**config.mk**
```make
export PLATFORM = sky130hd
export DESIGN_NAME = mem_stage
export DESIGN_NICKNAME = d
export VERILOG_FILES = /design/src/rtl/mem_stage.sv
export SDC_FILE = /design/constraint.sdc
export NUM_CORES = 1
export LEC_CHECK = 0
export BUFFER_PORTS_ARGS = -buffer_cell sky130_fd_sc_hd__buf_2
export CAP_MARGIN = 5
export CORE_AREA = 2 2 310 312
export DETAILED_ROUTE_END_ITERATION = 7
export DIE_AREA = 0 0 312 314
export PLACE_DENSITY_LB_ADDON = 0.2
export SLEW_MARGIN = 15
export SYNTH_ARGS = -nofsm -noshare
export SYNTH_HDL_FRONTEND = slang
export SYNTH_SLANG_ARGS = --single-unit
```
**constraint.sdc**
```tcl
create_clock -name clk -period 4.5 [get_ports clk]
set_input_delay 0.675 -clock clk [delete_from_list [all_inputs] [get_ports clk]]
set_output_delay 0.675 -clock clk [all_outputs]
set_load 0.005 [all_outputs]
```
**src/rtl/mem_stage.sv**
```systemverilog
// Memory-access stage of the RV64 pipeline: issues loads and stores over a
// valid/ready data-memory port, stalls upstream while busy, formats load data.
module mem_stage #(
    parameter int XLEN     = 64,
    parameter int INST_LEN = 32
) (
    input  logic                clk,
    input  logic                rst,
    input  logic                in_valid,
    input  logic [XLEN-1:0]     pc_i,
    input  logic [INST_LEN-1:0] instr_i,
    input  logic [XLEN-1:0]     alures_i,
    input  logic [XLEN-1:0]     stdata_i,
    input  logic [2:0]          funct3_i,
    input  logic                is_load_i,
    input  logic                is_store_i,
    input  logic                wben_i,
    input  logic [XLEN-1:0]     csrdata_i,
    output logic                stall_o,
    output logic                dmem_req_valid,
    input  logic                dmem_req_ready,
    output logic [XLEN-1:0]     dmem_addr,
    output logic                dmem_we,
    output logic [XLEN-1:0]     dmem_wdata,
    output logic [7:0]          dmem_wmask,
    input  logic                dmem_resp_valid,
    input  logic [XLEN-1:0]     dmem_rdata,
    output logic                out_valid,
    output logic [XLEN-1:0]     pc_o,
    output logic [INST_LEN-1:0] instr_o,
    output logic [XLEN-1:0]     alures_o,
    output logic                wben_o,
    output logic [XLEN-1:0]     csrdata_o,
    output logic [XLEN-1:0]     lsres_o,
    output logic                misalign_o
);

    typedef enum logic [1:0] {
        S_IDLE = 2'd0,
        S_REQ  = 2'd1,
        S_RESP = 2'd2,
        S_DONE = 2'd3
    } state_t;

    state_t          state_q, state_d;
    logic [XLEN-1:0] lsres_q, lsres_d;

    logic [2:0]      off_s;
    logic [3:0]      size_s;
    logic [7:0]      lane_mask_s;
    logic            mem_op_s;
    logic            misalign_s;
    logic            go_s;
    logic [XLEN-1:0] load_fmt_s;

    // Shift the addressed lanes down to bit 0, then sign- or zero-extend.
    function automatic logic [XLEN-1:0] format_load(
        input logic [XLEN-1:0] rdata,
        input logic [2:0]      off,
        input logic [2:0]      f3
    );
        logic [XLEN-1:0] sh;
        sh = rdata >> {off, 3'b000};
        case (f3)
            3'b000:  format_load = {{(XLEN-8){sh[7]}}, sh[7:0]};
            3'b001:  format_load = {{(XLEN-16){sh[15]}}, sh[15:0]};
            3'b010:  format_load = {{(XLEN-32){sh[31]}}, sh[31:0]};
            3'b100:  format_load = {{(XLEN-8){1'b0}}, sh[7:0]};
            3'b101:  format_load = {{(XLEN-16){1'b0}}, sh[15:0]};
            3'b110:  format_load = {{(XLEN-32){1'b0}}, sh[31:0]};
            default: format_load = sh;
        endcase
    endfunction

    // Access decode: offset, size, lane mask and misalignment.
    always_comb begin
        off_s    = alures_i[2:0];
        size_s   = 4'd1 << funct3_i[1:0];
        mem_op_s = (is_load_i | is_store_i) & in_valid;
        case (funct3_i[1:0])
            2'b00:   lane_mask_s = 8'h01 << off_s;
            2'b01:   lane_mask_s = 8'h03 << off_s;
            2'b10:   lane_mask_s = 8'h0F << off_s;
            default: lane_mask_s = 8'hFF << off_s;
        endcase
        misalign_s = mem_op_s & (({1'b0, off_s} + size_s) > 4'd8);
        go_s       = mem_op_s & ~misalign_s;
        load_fmt_s = format_load(dmem_rdata, off_s, funct3_i);
    end

    // Next-state logic for the access sequencer and the load-result register.
    always_comb begin
        state_d = state_q;
        lsres_d = lsres_q;
        case (state_q)
            S_IDLE: begin
                if (go_s) begin
                    state_d = dmem_req_ready ? S_RESP : S_REQ;
                end else begin
                    state_d = S_IDLE;
                end
            end
            S_REQ: begin
                if (dmem_req_ready) begin
                    state_d = S_RESP;
                end else begin
                    state_d = S_REQ;
                end
            end
            S_RESP: begin
                if (dmem_resp_valid) begin
                    state_d = S_DONE;
                    lsres_d = is_load_i ? load_fmt_s : {XLEN{1'b0}};
                end else begin
                    state_d = S_RESP;
                end
            end
            S_DONE:  state_d = S_IDLE;
            default: state_d = S_IDLE;
        endcase
    end

    // State and load-result registers.
    always_ff @(posedge clk) begin
        if (rst) begin
            state_q <= S_IDLE;
            lsres_q <= {XLEN{1'b0}};
        end else begin
            state_q <= state_d;
            lsres_q <= lsres_d;
        end
    end

    // Output decode; every output is forced low while reset is asserted.
    always_comb begin
        stall_o        = 1'b0;
        dmem_req_valid = 1'b0;
        dmem_addr      = {XLEN{1'b0}};
        dmem_we        = 1'b0;
        dmem_wdata     = {XLEN{1'b0}};
        dmem_wmask     = 8'h00;
        out_valid      = 1'b0;
        pc_o           = {XLEN{1'b0}};
        instr_o        = {INST_LEN{1'b0}};
        alures_o       = {XLEN{1'b0}};
        wben_o         = 1'b0;
        csrdata_o      = {XLEN{1'b0}};
        lsres_o        = {XLEN{1'b0}};
        misalign_o     = 1'b0;
        if (rst) begin
            stall_o = 1'b0;
        end else begin
            pc_o      = pc_i;
            instr_o   = instr_i;
            alures_o  = alures_i;
            csrdata_o = csrdata_i;
            dmem_req_valid = ((state_q == S_IDLE) & go_s) | (state_q == S_REQ);
            stall_o        = dmem_req_valid | (state_q == S_RESP);
            out_valid      = ((state_q == S_IDLE) & in_valid & ~go_s) | (state_q == S_DONE);
            misalign_o     = (state_q == S_IDLE) & misalign_s;
            wben_o         = wben_i & out_valid & ~misalign_o;
            if (dmem_req_valid) begin
                dmem_addr  = {alures_i[XLEN-1:3], 3'b000};
                dmem_we    = is_store_i;
                dmem_wdata = stdata_i << {off_s, 3'b000};
                dmem_wmask = lane_mask_s;
            end else begin
                dmem_addr  = {XLEN{1'b0}};
            end
            if (state_q == S_DONE) begin
                lsres_o = lsres_q;
            end else begin
                lsres_o = {XLEN{1'b0}};
            end
        end
    end

endmodule

```
Yosys cells after proc, flatten, opt, wreduce, memory -nomap -nowiden

Index checks and enable logic that the tools add are counted.

Bits of input ports: 363
Register bits after elaboration: 66
Logic and storage cells: 67

Reductions and logical operators: 4
Eq/ne operators: 10
$add $sub $neg: 1
Bitwise logic cells: 16
Multiplexer cells: 26
$lt $le $gt $ge: 1
Shifts and indexed selects: 7

Operator list:

| operator            | number |
|---|---|
| $mux 64             | 10 |
| $pmux 64 s6         | 1 |
| $shl 64x6->64       | 1 |
| $shr 64x6->64       | 1 |
| $mux 32             | 1 |
| $pmux 8 s3          | 1 |
| $mux 8              | 2 |
| $and 1x1->1         | 9 |
| $eq 3x3->1 const B  | 3 |
| $mux 1              | 8 |
| $pmux 2 s4          | 1 |
| $shl 1x3->8 const A | 1 |
| $shl 2x3->8 const A | 1 |
| $shl 4x3->8 const A | 1 |
| $shl 8x3->8 const A | 1 |
| $eq 2x2->1 const B  | 3 |
| $add 3x4->4         | 1 |
| $eq 2x1->1 const B  | 2 |
| $gt 4x4->1 const B  | 1 |
| $logic_not 2->1     | 2 |
| $mux 2              | 2 |
| $or 1x1->1          | 4 |
| $shl 1x2->4 const A | 1 |
| $eq 3x1->1 const B  | 1 |
| other kinds (4)     | 6 |

Depth between registers and ports, before layout

Gate-level depths: netlist of the first run.

Depth after elaboration: 12
Depth in mapped cells: 14

Worst setup path after synthesis of the first run

Ideal clock, no wire load.

Path kind: input to output
Start: in alures_i[1]
End: out dmem_addr[11]
Data required time: 3.825 ns
Stages: 14
Buffers on the path: 6
Slack: 0.526 ns
Arrival time: 3.299 ns
Cells stage by stage: buf_2 > inv_1 > clkbuf_1 > buf_1 > fa_1 > xnor2_1 > xnor2_1 > a2111oi_0 > or4_1 > buf_2 > inv_2 > buf_6 > buf_6 > and2_1

Longest elaborated chain between the ends: 9

Ends and longest elaborated chain:

| item            | RTL line | source |
|---|---|---|
| start, declared | 12       | `input logic [XLEN-1:0] alures_i,` |
| $add 3x4->4     | 86       | `misalign_s = mem_op_s & (({1'b0, off_s} + size_s) > 4'd8);` |
| $gt 4x4->1      | 86       |  |
| $and 1x1->1     | 86       |  |
| $not 1->1       | 87       | `go_s = mem_op_s & ~misalign_s;` |
| $and 1x1->1     | 87       |  |
| $and 1x1->1     | 157      | `dmem_req_valid = ((state_q == S_IDLE) & go_s) \| (state_q == S_REQ);` |
| $or 1x1->1      | 157      |  |
| $mux 64         | 162      | `if (dmem_req_valid) begin` |
| $mux 64         | 150      | `if (rst) begin` |
| end, declared   | 22       | `output logic [XLEN-1:0] dmem_addr,` |

Every way passes these cells.

Worst setup path after layout of the first run

Start: in funct3_i[1]
End: out dmem_addr[31]

Longest elaborated chain between the ends: 10

Ends and longest elaborated chain:

| item            | RTL line | source |
|---|---|---|
| start, declared | 14       | `input logic [2:0] funct3_i,` |
| $shl 1x2->4     | 78       | `size_s = 4'd1 << funct3_i[1:0];` |
| $add 3x4->4     | 86       |  |
| $gt 4x4->1      | 86       |  |
| $and 1x1->1     | 86       |  |
| $not 1->1       | 87       |  |
| $and 1x1->1     | 87       |  |
| $and 1x1->1     | 157      |  |
| $or 1x1->1      | 157      |  |
| $mux 64         | 162      |  |
| $mux 64         | 150      |  |

Every way passes these cells.

==> summary.md, run 1 <==
| Metric | Value |
|---|---|
| Minimum clock period | `4.25 ns` |
| # fillers | `11100` |
| Mapped Area | `8890 µm²` |
| Die Height | `314 µm` |
| Avg Vias per Cell | `3.74` |
| # setup viols final | `0` |
| Setup Buffers After CTS | `0` |
| Num CTS Buffers | `9` |
| Worst Path Required | `3.83 ns` |
| VDD IR max | `0.000150 V` |
| Synth-to-Final Area Change | `64.6%` |
| Die Width | `312 µm` |
| Final Cycle Share | `94.4%` |
| Multiplexer share of the synthesized area | `18.4%` |
| Top FF cell, synth | `dfxtp_1` |
| PD cells | `174 nW/µm²` |
| Die area | `98000 µm²` |
| CTS tree | `yes` |
| Longest Clk Path Bufs | `2` |
| Sum Neg Setup Slack | `0 ns` |
| Maxcap violations | `0` |
| Starting Density | `9.42%` |
| Design Power | `2.54 mW` |
| Arrival time at the worst endpoint | `3.57 ns` |
| Register area share after synthesis | `14.9%` |
| Clk_skew | `0.00533 ns` |
| Vias in the first global route | `11700` |
| Startpoint Class | `input pin` |
| Clock tree sinks | `66` |
| Post-synthesis register bit count | `66` |
| Multi-input gate area in the final layout | `6920 µm²` |
| Core ar. | `94400 µm²` |
| Initial DRC Count | `665` |
| TritonRoute pass-1 iters | `5` |
| Least-Margin Pin Slew | `0.907 ns` |
| DR WL/cell | `22.6 µm` |
| Unique masters post-synth | `51` |
| Site Rows | `113` |
| Fin area | `14600 µm²` |
| CTS Root Cell | `clkbuf_16` |
| IO Count | `793` |
| Achievable Freq | `0.235 GHz` |
| Total gr overflow | `0` |
| Avg Cell Area, Syn | `7.29 µm²` |
| Clk Latency, worst-skew pair | `0.34 ns` |
| Slew HR | `39.3%` |
| Share of cells above drive strength 1 | `47.9%` |
| GPL Wtd Cong | `0.786` |
| Register area | `1320 µm²` |
| Final Hold Vio Count | `0` |
| CP Capture Type | `output pin` |
| Global-route wire length before repair | `96.9 mm` |
| Combinational family with the most area after synthesis | `simple AND/OR/NAND/NOR gates` |
| Detailed Route WL | `72.6 mm` |
| Commonest non-fill, non-tap cell in the layout | `buf_2` |
| Post-DP Area | `14300 µm²` |
| Htree depth | `3` |
| Commonest non-fill, non-tap cells in the layout | `786 x buf_2, 246 x nor2b_1, 109 x nor2_1, 78 x and2_1, 66 x dfxtp_1` |
| Pin count of the biggest net entering global routing | `156` |
| DRC | `0` |
| Vias | `12000` |
| Xor/xnor share of the synthesized area | `0.197%` |
| EDFF count, synth | `0` |
| Layout Nets | `2298` |
| Fin util | `15.5%` |
| RSZ-0062 raised after global routing | `false` |
| Yosys Warn Count | `0` |
| IO buf count | `789` |
| Final Non-Filler Cells | `3208` |
| Hold path cells | `2` |
| R2R depth | `5` |
| Cell leakage power | `7.15 nW` |
| Status | `finished clean` |
| GRT Total Usage | `13.9%` |
| Mapped Cells | `1219` |
| Initial antenna violation count | `33` |
| # placed instances | `3185` |
| Hold Path Class | `reg -> reg` |
| Area share of and/or/nand/nor cells after synthesis | `42.9%` |
| Asr flop ratio synth | `0%` |
| DP HPWL | `60.8 mm` |
| Max-slew violations | `0` |
| Synth Area in Adders | `0.507%` |
| Crit Path Class | `in -> out` |
| Compound-Gate Fraction of Synth Area | `15.5%` |
| Max Fanout on Critical Path | `23` |
| Clock Pin Slew Worst Setup and Hold Paths | `0.07 ns` |
| Post-DRT Antenna Nets | `0` |
[power breakdown]
group / internal (mW) / switching, mW / total [mW] / leakage (nW)
clock: 0.502 / 0.305 / 0.806 / 0.159
sequential: 0.593 / 0.00702 / 0.600 / 0.532
combinational: 0.500 / 0.637 / 1.14 / 6.46
total: 1.59 / 0.948 / 2.54 / 7.15
[cell usage after synthesis, types with 40 or more instances]
library cell	instances	area share [%]
nor2b_1	247	17
nor2_1	110	4.6
clkbuf_1	82	3.5
and2_1	78	5.5
dfxtp_1	66	15
o21ai_0	64	3.6
mux2i_1	62	7.0
a21oi_1	57	3.2
nor3b_1	56	4.7
nand2_1	47	2.0
nand3b_1	42	3.5
mux2_2	41	5.2
a211oi_1	40	3.4
[state kept, by name (all words and copies together), names as in the netlist]
name,flops
lsres_q,64
state_q,2
[logic make-up (layout without fill, tap and decap cells)]
kind of cell,Yosys count,in the layout
AND/OR/NAND/NOR,656,656
flip-flops,66,66
other,1,9
multiplexers,128,128
buffers and inverters,145,861
XOR/XNOR,2,2
AO/OA/AOI/OAI,218,218
adder cells (fa/ha/maj),3,3
[what timing repair did]
| action | in CTS | in global routing |
|---|---|---|
| hold buffers | 0 | 0 |
| setup endpoints to repair | 2 | 80 |
| pin swaps | 0 | 0 |
| resized for setup | 1 | 1 |
| cloned | 1 | 0 |
[final cells by class]
type	count	share of cell area, %
multi-input cells	1010	47.3
diodes	6	0.103
clock buffers	10	1.63
flip-flops and latches	66	9.03
well taps	1265	10.8
clock inverters	6	0.616
inverters	9	0.248
repair buffers	836	30.3
[per-stage QoR]
stage,hold slack [ns],worst slack [ns]
after floorplan,0.449,0.526
after global placement,0.472,0.0416
after detailed placement,0.469,0.0145
after CTS,0.488,0.0201
after global routing,0.513,0.0701
final,0.489,0.254
[worst max-delay path, cell delays in order]
cell	delay, ns
buf_2	0.11
or2_2	0.30
inv_1	0.06
ha_1	0.16
inv_1	0.06
fa_1	0.40
xnor2_1	0.14
xnor2_1	0.21
a2111oi_0	0.13
or4_4	0.55
inv_4	0.13
buf_12	0.19
buf_12	0.16
and2_1	0.15
buf_2	0.11
[final timing paths]
| kind | from | endpoint | slack (ns) |
|---|---|---|---|
| max | funct3_i[1] | dmem_addr[31] | 0.25 |
| max reg2reg | state_q[0]$_SDFF_PP0_ | lsres_q[15]$_SDFFE_PP0P_ | 2.25 |
| min reg2reg | lsres_q[61]$_SDFFE_PP0P_ | lsres_q[61]$_SDFFE_PP0P_ | 0.49 |
| min | lsres_q[61]$_SDFFE_PP0P_ | lsres_q[61]$_SDFFE_PP0P_ | 0.49 |
[routing by layer]
metal / track usage (%) / share of wire (%) / vias up / wire, µm
met5: 0 / 0.14 / - / 103
met4: 2.12 / 1.3 / 16 / 952
met3: 3.73 / 8.1 / 52 / 5880
met2: 22.4 / 46 / 516 / 33100
met1: 18.7 / 45 / 5741 / 32600
li1: - / - / 5681 / -
Power figures use the tool's default switching activity.
==> run 2: changes to the inputs <==
--- a/config.mk
+++ b/config.mk
@@ -5,11 +5,12 @@
 export SDC_FILE = /design/constraint.sdc
 export NUM_CORES = 1
 export LEC_CHECK = 0
+export ABC_AREA = 1
 export BUFFER_PORTS_ARGS = -buffer_cell sky130_fd_sc_hd__buf_2
 export CAP_MARGIN = 5
-export CORE_AREA = 2 2 310 312
+export CORE_AREA = 2 2 305 307
 export DETAILED_ROUTE_END_ITERATION = 7
-export DIE_AREA = 0 0 312 314
+export DIE_AREA = 0 0 307 309
 export PLACE_DENSITY_LB_ADDON = 0.2
 export SLEW_MARGIN = 15
 export SYNTH_ARGS = -nofsm -noshare
==> run 2 against run 1 <==
Net effect: sequential share of layout area barely moved; non-clock buffer count fell by 14; core utilization rose by 0.60 points; synthesized area rose by 4.9%; largest power group unchanged; critical endpoint is now dmem_wdata[62]; highest routed layer unchanged; combinational power rose by 4%.
==> summary.md, run 2 <==
| Metric | Value |
|---|---|
| Sw Ratio | `41.7% (+4.4 points)` |
| Max-slew violations | `0 (unchanged)` |
| Layout Nets | `2976 (+30%)` |
| Initial DRC Count | `1123 (+69%)` |
| GPL Wtd Cong | `0.887 (+13%)` |
| Site Rows | `111 (-1.8%)` |
| Yosys Warn Count | `0 (unchanged)` |
| Unique masters post-synth | `38 (-25%)` |
| Post-DP Area | `14400 µm² (+0.76%)` |
| Core ar. | `91400 µm² (-3.2%)` |
| Commonest non-fill, non-tap cell in the layout | `buf_2` |
| R2r setup slk | `2.13 ns (-0.12 ns)` |
| # setup viols final | `0 (unchanged)` |
| Max Fanout on Critical Path | `75 (+230%)` |
| DP HPWL | `64.5 mm (+6.1%)` |
| Crit Path Class | `in -> out` |
| Sum Neg Setup Slack | `0 ns (unchanged)` |
| Clock Pin Slew Worst Setup and Hold Paths | `0.06 ns (about the same)` |
| Mapped Cells | `1930 (+58%)` |
| Met1 GRT Util | `19.2% (+0.50 points)` |
| Clk Latency, worst-skew pair | `0.35 ns (about the same)` |
| Gate power share | `46.2% (+1.5 points)` |
| Pin count of the biggest net entering global routing | `147 (-5.8%)` |
| Fin util | `16.1% (+0.60 points)` |
| Vias in the first global route | `13500 (+15%)` |
| Clk_skew | `0.00868 ns (+0.00335 ns)` |
| Top FF cell, synth | `dfxtp_1` |
| Vias | `14700 (+23%)` |
| Hold Path Class | `reg -> reg` |
| Pint | `1.50 mW (-5.9%)` |
| Worst Path Required | `3.83 ns (about the same)` |
| Cell leakage power | `8.78 nW (+23%)` |
| Post_cts resized | `0 (-1)` |
| Global-route wire length before repair | `102 mm (+5.0%)` |
| Hold buffer count at cts | `0 (unchanged)` |
| Synth top cells by count | `466 x nor2_1, 446 x nand2_1, 296 x inv_1` |
| Least-Margin Pin Slew | `0.910 ns (+0.00266 ns)` |
| Met2 usage | `25.7% (+3.3 points)` |
| Starting Density | `10.2% (+0.79 points)` |
| GR Util met3 | `3.17% (-0.56 points)` |
| IO buf count | `789 (unchanged)` |
| Share of cells above drive strength 1 | `33.2% (-15 points)` |
| Post-DRT Antenna Nets | `0 (unchanged)` |
| Die Width | `307 µm (-1.6%)` |
| Fin area | `14700 µm² (+0.50%)` |
| Setup Buffers After CTS | `0 (unchanged)` |
| Hold Slack | `0.470 ns (-0.0194 ns)` |
| Htree depth | `3 (unchanged)` |
| Initial antenna violation count | `31 (-6.1%)` |
| Psw | `1.07 mW (+13%)` |
| Achievable Freq | `0.250 GHz (+6.1%)` |
| Top cells by area, synth | `nor2_1 19%, nand2_1 18%, dfxtp_1 14%` |
| Minimum clock period | `4.00 ns (-0.244 ns)` |
| Most common cell in the netlist | `nor2_1` |
| Synth-to-Final Area Change | `57.7%` |
| Startpoint Class | `input pin` |
| Mapped Area | `9330 µm² (+4.9%)` |
| GRT Total Usage | `15.0% (+1.1 points)` |
| Largest regs | `lsres_q (64), state_q (2)` |
| Final Cycle Share | `88.9% (-5.4 points)` |
| EDFF count, synth | `0 (unchanged)` |
| Die area | `94900 µm² (-3.2%)` |
| Post-synthesis register bit count | `66 (unchanged)` |
| Register area share after synthesis | `14.2% (-0.69 points)` |
| Sequential share of power | `23.4% (-0.2 points)` |
| Slew HR | `39.4% (+0.046 points)` |
| Design Power | `2.57 mW (+1.2%)` |
| Avg Cell Area, Syn | `4.83 µm² (-34%)` |
| Clock tree sinks | `66 (unchanged)` |
| TritonRoute pass-1 iters | `5 (unchanged)` |
| Maxcap violations | `0 (unchanged)` |
| Final Hold Vio Count | `0 (unchanged)` |
| DRC | `0 (unchanged)` |
| Die Height | `309 µm (-1.6%)` |
| Total gr overflow | `0 (unchanged)` |
| GRT Max-Usage Layer | `met2` |
| Max reg flops | `64 (unchanged)` |
| Commonest non-fill, non-tap cells in the layout | `785 x buf_2, 466 x nor2_1, 445 x nand2_1, 296 x inv_1, 132 x o21ai_0` |
| # fillers | `11100 (-0.18%)` |
| Longest Clk Path Bufs | `2 (unchanged)` |
| VDD IR max | `0.000140 V (-6.6%)` |
| Post-synth top area share | `18.8% (+1.4 points)` |
| RSZ-0062 raised after global routing | `false` |
| Status | `finished clean` |
| PD cells | `175 nW/µm² (+0.71%)` |
| CTS tree | `yes` |
| Avg Vias per Cell | `3.87 (+3.4%)` |
| CP Capture Type | `output pin` |
| Biggest register | `lsres_q` |
| DR WL/cell | `19.9 µm (-12%)` |
| Num CTS Buffers | `9 (unchanged)` |
| Power share of the clock group | `30.4% (-1.3 points)` |
| Arrival time at the worst endpoint | `3.33 ns (-0.24 ns)` |
| CTS Root Cell | `clkbuf_16` |
| Detailed Route WL | `75.9 mm (+4.5%)` |
| Asr flop ratio synth | `0% (unchanged)` |
| Leading area contributor after synthesis | `nor2_1` |
| IO Count | `793 (unchanged)` |
run 2: area by class of cell:
class | instances | area [µm²] | area share, %
well taps | 1186 | 1480 | 10.1
flip-flops and latches | 66 | 1320 | 8.98
inverters | 303 | 1140 | 7.74
multi-input cells | 1408 | 6140 | 41.7
repair buffers | 822 | 4280 | 29.1
clock buffers | 9 | 225 | 1.53
clock inverters | 7 | 103 | 0.698
diodes | 8 | 20.0 | 0.136
run 2: layer usage:
metal | vias to the layer above | wire length, µm
li1 | 7252 | -
met3 | 97 | 5460
met5 | - | 158
met2 | 616 | 35900
met4 | 24 | 1700
met1 | 6758 | 32700
run 2: worst max-delay path, stage by stage:
cell	delay (ns)
buf_2	0.22
nor2_1	0.22
ha_1	0.19
inv_1	0.06
fa_1	0.49
inv_1	0.04
nor2_1	0.09
nand3_1	0.11
nand2_1	0.10
nand2_1	0.08
nand2_2	0.14
nand2_4	0.22
buf_12	0.27
nor2_1	0.17
buf_2	0.14
run 2: power groups by stage:
stage	logic [mW]	registers, mW	clock network [mW]
2_1_floorplan	0.573	0.612	0
3_3_place_gp	1.21	0.615	0
3_5_place_dp	1.20	0.615	0
4_1_cts	1.20	0.602	0.809
5_1_grt	1.31	0.603	0.833
6_report	1.19	0.602	0.784
run 2: cell families (layout without fill, tap and decap cells):
family,after synthesis,after routing,synth area share (%)
other cells,1,11,0.0402
compound gates,318,318,18.6
fa+ha+maj,3,3,0.483
flops,66,66,14.2
simple gates,1084,1084,46.5
buf+inv,458,1141,20.2
run 2: path summary, 6_finish.rpt:
check,from,end,cells past startpoint
setup / recovery,funct3_i[1],dmem_wdata[62],15
hold / removal,lsres_q[54]$_SDFFE_PP0P_,lsres_q[54]$_SDFFE_PP0P_,2
setup reg to reg,state_q[1]$_SDFF_PP0_,lsres_q[3]$_SDFFE_PP0P_,9
hold reg to reg,lsres_q[54]$_SDFFE_PP0P_,lsres_q[54]$_SDFFE_PP0P_,2
run 2: stage by stage:
step / std cells / setup WS [ns]
after floorplan: 1932 / 1.26
after global placement: 3785 / 0.546
after detailed placement: 3785 / 0.535
after CTS: 3801 / 0.535
after global routing: 3805 / 0.244
final: 3809 / 0.497
==> run 3: changes to the inputs <==
--- a/config.mk
+++ b/config.mk
@@ -12,7 +12,9 @@
 export DETAILED_ROUTE_END_ITERATION = 7
 export DIE_AREA = 0 0 307 309
 export PLACE_DENSITY_LB_ADDON = 0.2
+export SETUP_SLACK_MARGIN = 0.02
 export SLEW_MARGIN = 15
 export SYNTH_ARGS = -nofsm -noshare
 export SYNTH_HDL_FRONTEND = slang
 export SYNTH_SLANG_ARGS = --single-unit
+export TNS_END_PERCENT = 10
==> constraint.sdc (replaced) <==
create_clock -name clk -period 3.7 [get_ports clk]
set_input_delay 0.555 -clock clk [delete_from_list [all_inputs] [get_ports clk]]
set_output_delay 0.555 -clock clk [all_outputs]
set_load 0.005 [all_outputs]
==> run 3 against run 2 <==
Net effect: core utilization up 0.17 points; register-to-register slack worse by 0.80 ns; design area rose by 1.1%; total power is 18% higher.
==> summary.md, run 3 (synthesis gave the netlist of run 2 again) <==
| Metric | Value |
|---|---|
| Synth-to-Final Area Change | `59.4%` |
| GRT Total Usage | `15.1% (+0.17 points)` |
| Share of cells above drive strength 1 | `33.8% (+0.58 points)` |
| Commonest non-fill, non-tap cells in the layout | `785 x buf_2, 466 x nor2_1, 445 x nand2_1, 296 x inv_1, 132 x o21ai_0` |
| Clock Pin Slew Worst Setup and Hold Paths | `0.05 ns (about the same)` |
| Starting Density | `10.2% (unchanged)` |
| Final Non-Filler Cells | `3833 (+0.63%)` |
| # placed instances | `3805 (+0.53%)` |
| Total gr overflow | `0 (unchanged)` |
| Core ar. | `91400 µm² (unchanged)` |
| Clk_skew | `0.00994 ns (+0.00125 ns)` |
| Design Power | `3.03 mW (+18%)` |
| CP dominant cell by count | `nor2_1` |
| Num CTS Buffers | `9 (unchanged)` |
| CTS tree | `yes` |
| Initial DRC Count | `1164 (+3.7%)` |
| Vias | `14700 (-0.20%)` |
| CP Capture Type | `output pin` |
| Clock tree sinks | `66 (unchanged)` |
| Clk Latency, worst-skew pair | `0.35 ns (about the same)` |
| Critical path's top delay family | `simple AND/OR/NAND/NOR gates` |
| PD cells | `204 nW/µm² (+16%)` |
| Minimum clock period | `3.40 ns` |
| Die Width | `307 µm (unchanged)` |
| # setup viols final | `0 (unchanged)` |
| DR WL/cell | `20.1 µm (+0.98%)` |
| DRC | `0 (unchanged)` |
| Worst Path Required | `3.14 ns (-0.69 ns)` |
| Layout Nets | `2999 (+0.77%)` |
| Commonest non-fill, non-tap cell in the layout | `buf_2` |
| Die area | `94900 µm² (unchanged)` |
| Post-DRT Antenna Nets | `0 (unchanged)` |
| Cell leakage power | `8.87 nW (+1.0%)` |
| CP Cell Sequence | `buf_2 > nor2_1 > ha_1 > inv_1 > fa_1 > inv_1 > nor2_1 > nand3_1 > nand2_1 > nand2_1 > nand2_4 > nand2_8 > clkbuf_16 > nor2_1 > buf_2` |
| Slowest cell on crit path | `fa_1` |
| TritonRoute pass-1 iters | `8 (+3)` |
| Max reg flops | `64 (unchanged)` |
| Avg Vias per Cell | `3.84 (-0.82%)` |
| Startpoint Class | `input pin` |
| IO Count | `793 (unchanged)` |
| Slew HR | `28.9% (-10 points)` |
| Pin count of the biggest net entering global routing | `115 (-22%)` |
| Crit Path Class | `in -> out` |
| Global-route wire length before repair | `103 mm (+1.1%)` |
| Initial antenna violation count | `26 (-16%)` |
| GPL Wtd Cong | `0.865 (-2.5%)` |
| Vias in the first global route | `13800 (+2.2%)` |
| IO buf count | `789 (unchanged)` |
| DP HPWL | `65.2 mm (+1.2%)` |
| Max Fanout on Critical Path | `25 (-67%)` |
| Sum Neg Setup Slack | `0 ns (unchanged)` |
| Detailed Route WL | `77.1 mm (+1.6%)` |
| Final Hold Vio Count | `0 (unchanged)` |
| Longest Clk Path Bufs | `2 (unchanged)` |
| Fin area | `14900 µm² (+1.1%)` |
| Least-Margin Pin Slew | `1.06 ns (+0.153 ns)` |
| Largest regs | `lsres_q (64), state_q (2)` |
| Slowest cell delay on critical path | `0.49 ns (about the same)` |
| Arrival time at the worst endpoint | `2.84 ns (-0.49 ns)` |
| Post-DP Area | `14500 µm² (+1.0%)` |
| Final Cycle Share | `91.8%` |
| CTS Root Cell | `clkbuf_16` |
| Max-slew violations | `0 (unchanged)` |
| RSZ-0062 raised after global routing | `false` |
| Biggest register | `lsres_q` |
| VDD IR max | `0.000156 V (+11%)` |
| Maxcap violations | `0 (unchanged)` |
| Htree depth | `3 (unchanged)` |
| Hold Path Class | `reg -> reg` |
| Achievable Freq | `0.294 GHz` |
| Die Height | `309 µm (unchanged)` |
| Worst Path Buf+Inv | `5 (unchanged)` |
| Site Rows | `111 (unchanged)` |
| Status | `finished clean` |
==> run 3: cell types whose count changed in the layout (fill, tap and decap cells not counted), moves of 2 or more <==
cell	previous run	this run
buf_4	31	52
clkinv_2	2	5
clkinvlp_4	0	2
clkinv_4	3	0
bufinv_16	2	0
==> run 3: final timing paths <==
check	startpoint	to	slack [ns]	depth (start not counted)
hold / removal	lsres_q[42]$_SDFFE_PP0P_	lsres_q[42]$_SDFFE_PP0P_	0.47	2
setup / recovery	funct3_i[0]	dmem_wdata[53]	0.30	15
hold reg to reg	lsres_q[42]$_SDFFE_PP0P_	lsres_q[42]$_SDFFE_PP0P_	0.47	2
setup reg to reg	state_q[1]$_SDFF_PP0_	lsres_q[5]$_SDFFE_PP0P_	1.33	9
==> run 3: report_power, final <==
group	leakage [nW]	internal, mW	switching (mW)
sequential	0.532	0.724	0.00781
clock	0.131	0.451	0.358
combinational	8.20	0.532	0.958
==> run 3: tightest hold or removal path: stages, from the launching register on <==
cell	delay, ns
dfxtp_1	0.31
nand3_1	0.07
nand2_1	0.05
==> run 3: routing by layer <==
| metal | vias up | GRT usage, % | part of all wire [%] |
|---|---|---|---|
| met4 | 24 | 3.10 | 1.7 |
| met1 | 6698 | 19.0 | 43 |
| met5 | - | 0 | 0.21 |
| met2 | 608 | 26.2 | 48 |
| li1 | 7303 | - | - |
| met3 | 85 | 3.67 | 7.2 |
==> run 3: what timing repair did <==
item                       in CTS  in global routing
setup endpoints to repair       0                 56
hold buffers                    0                  0
buffers inserted                0                  1
gates resized for setup         0                  3
==> run 3: layout make-up <==
type	instances	area, µm²
diodes	9	22.5
clock buffers	9	225
clock inverters	7	43.8
fillers	11000	76500
inverters	303	1140
multi-input cells	1409	6160
flip-flops and latches	66	1320
well taps	1186	1480
repair buffers	844	4470
==> run 3: stage by stage <==
step                util (%)  hold slack [ns]  worst slack (ns)
global placement        15.9            0.465             0.230
CTS                     16.2            0.468             0.143
floorplan                  -            0.450             0.698
finish                  16.3            0.471             0.303
global route            16.3            0.485            0.0821
detailed placement      15.9            0.462             0.163
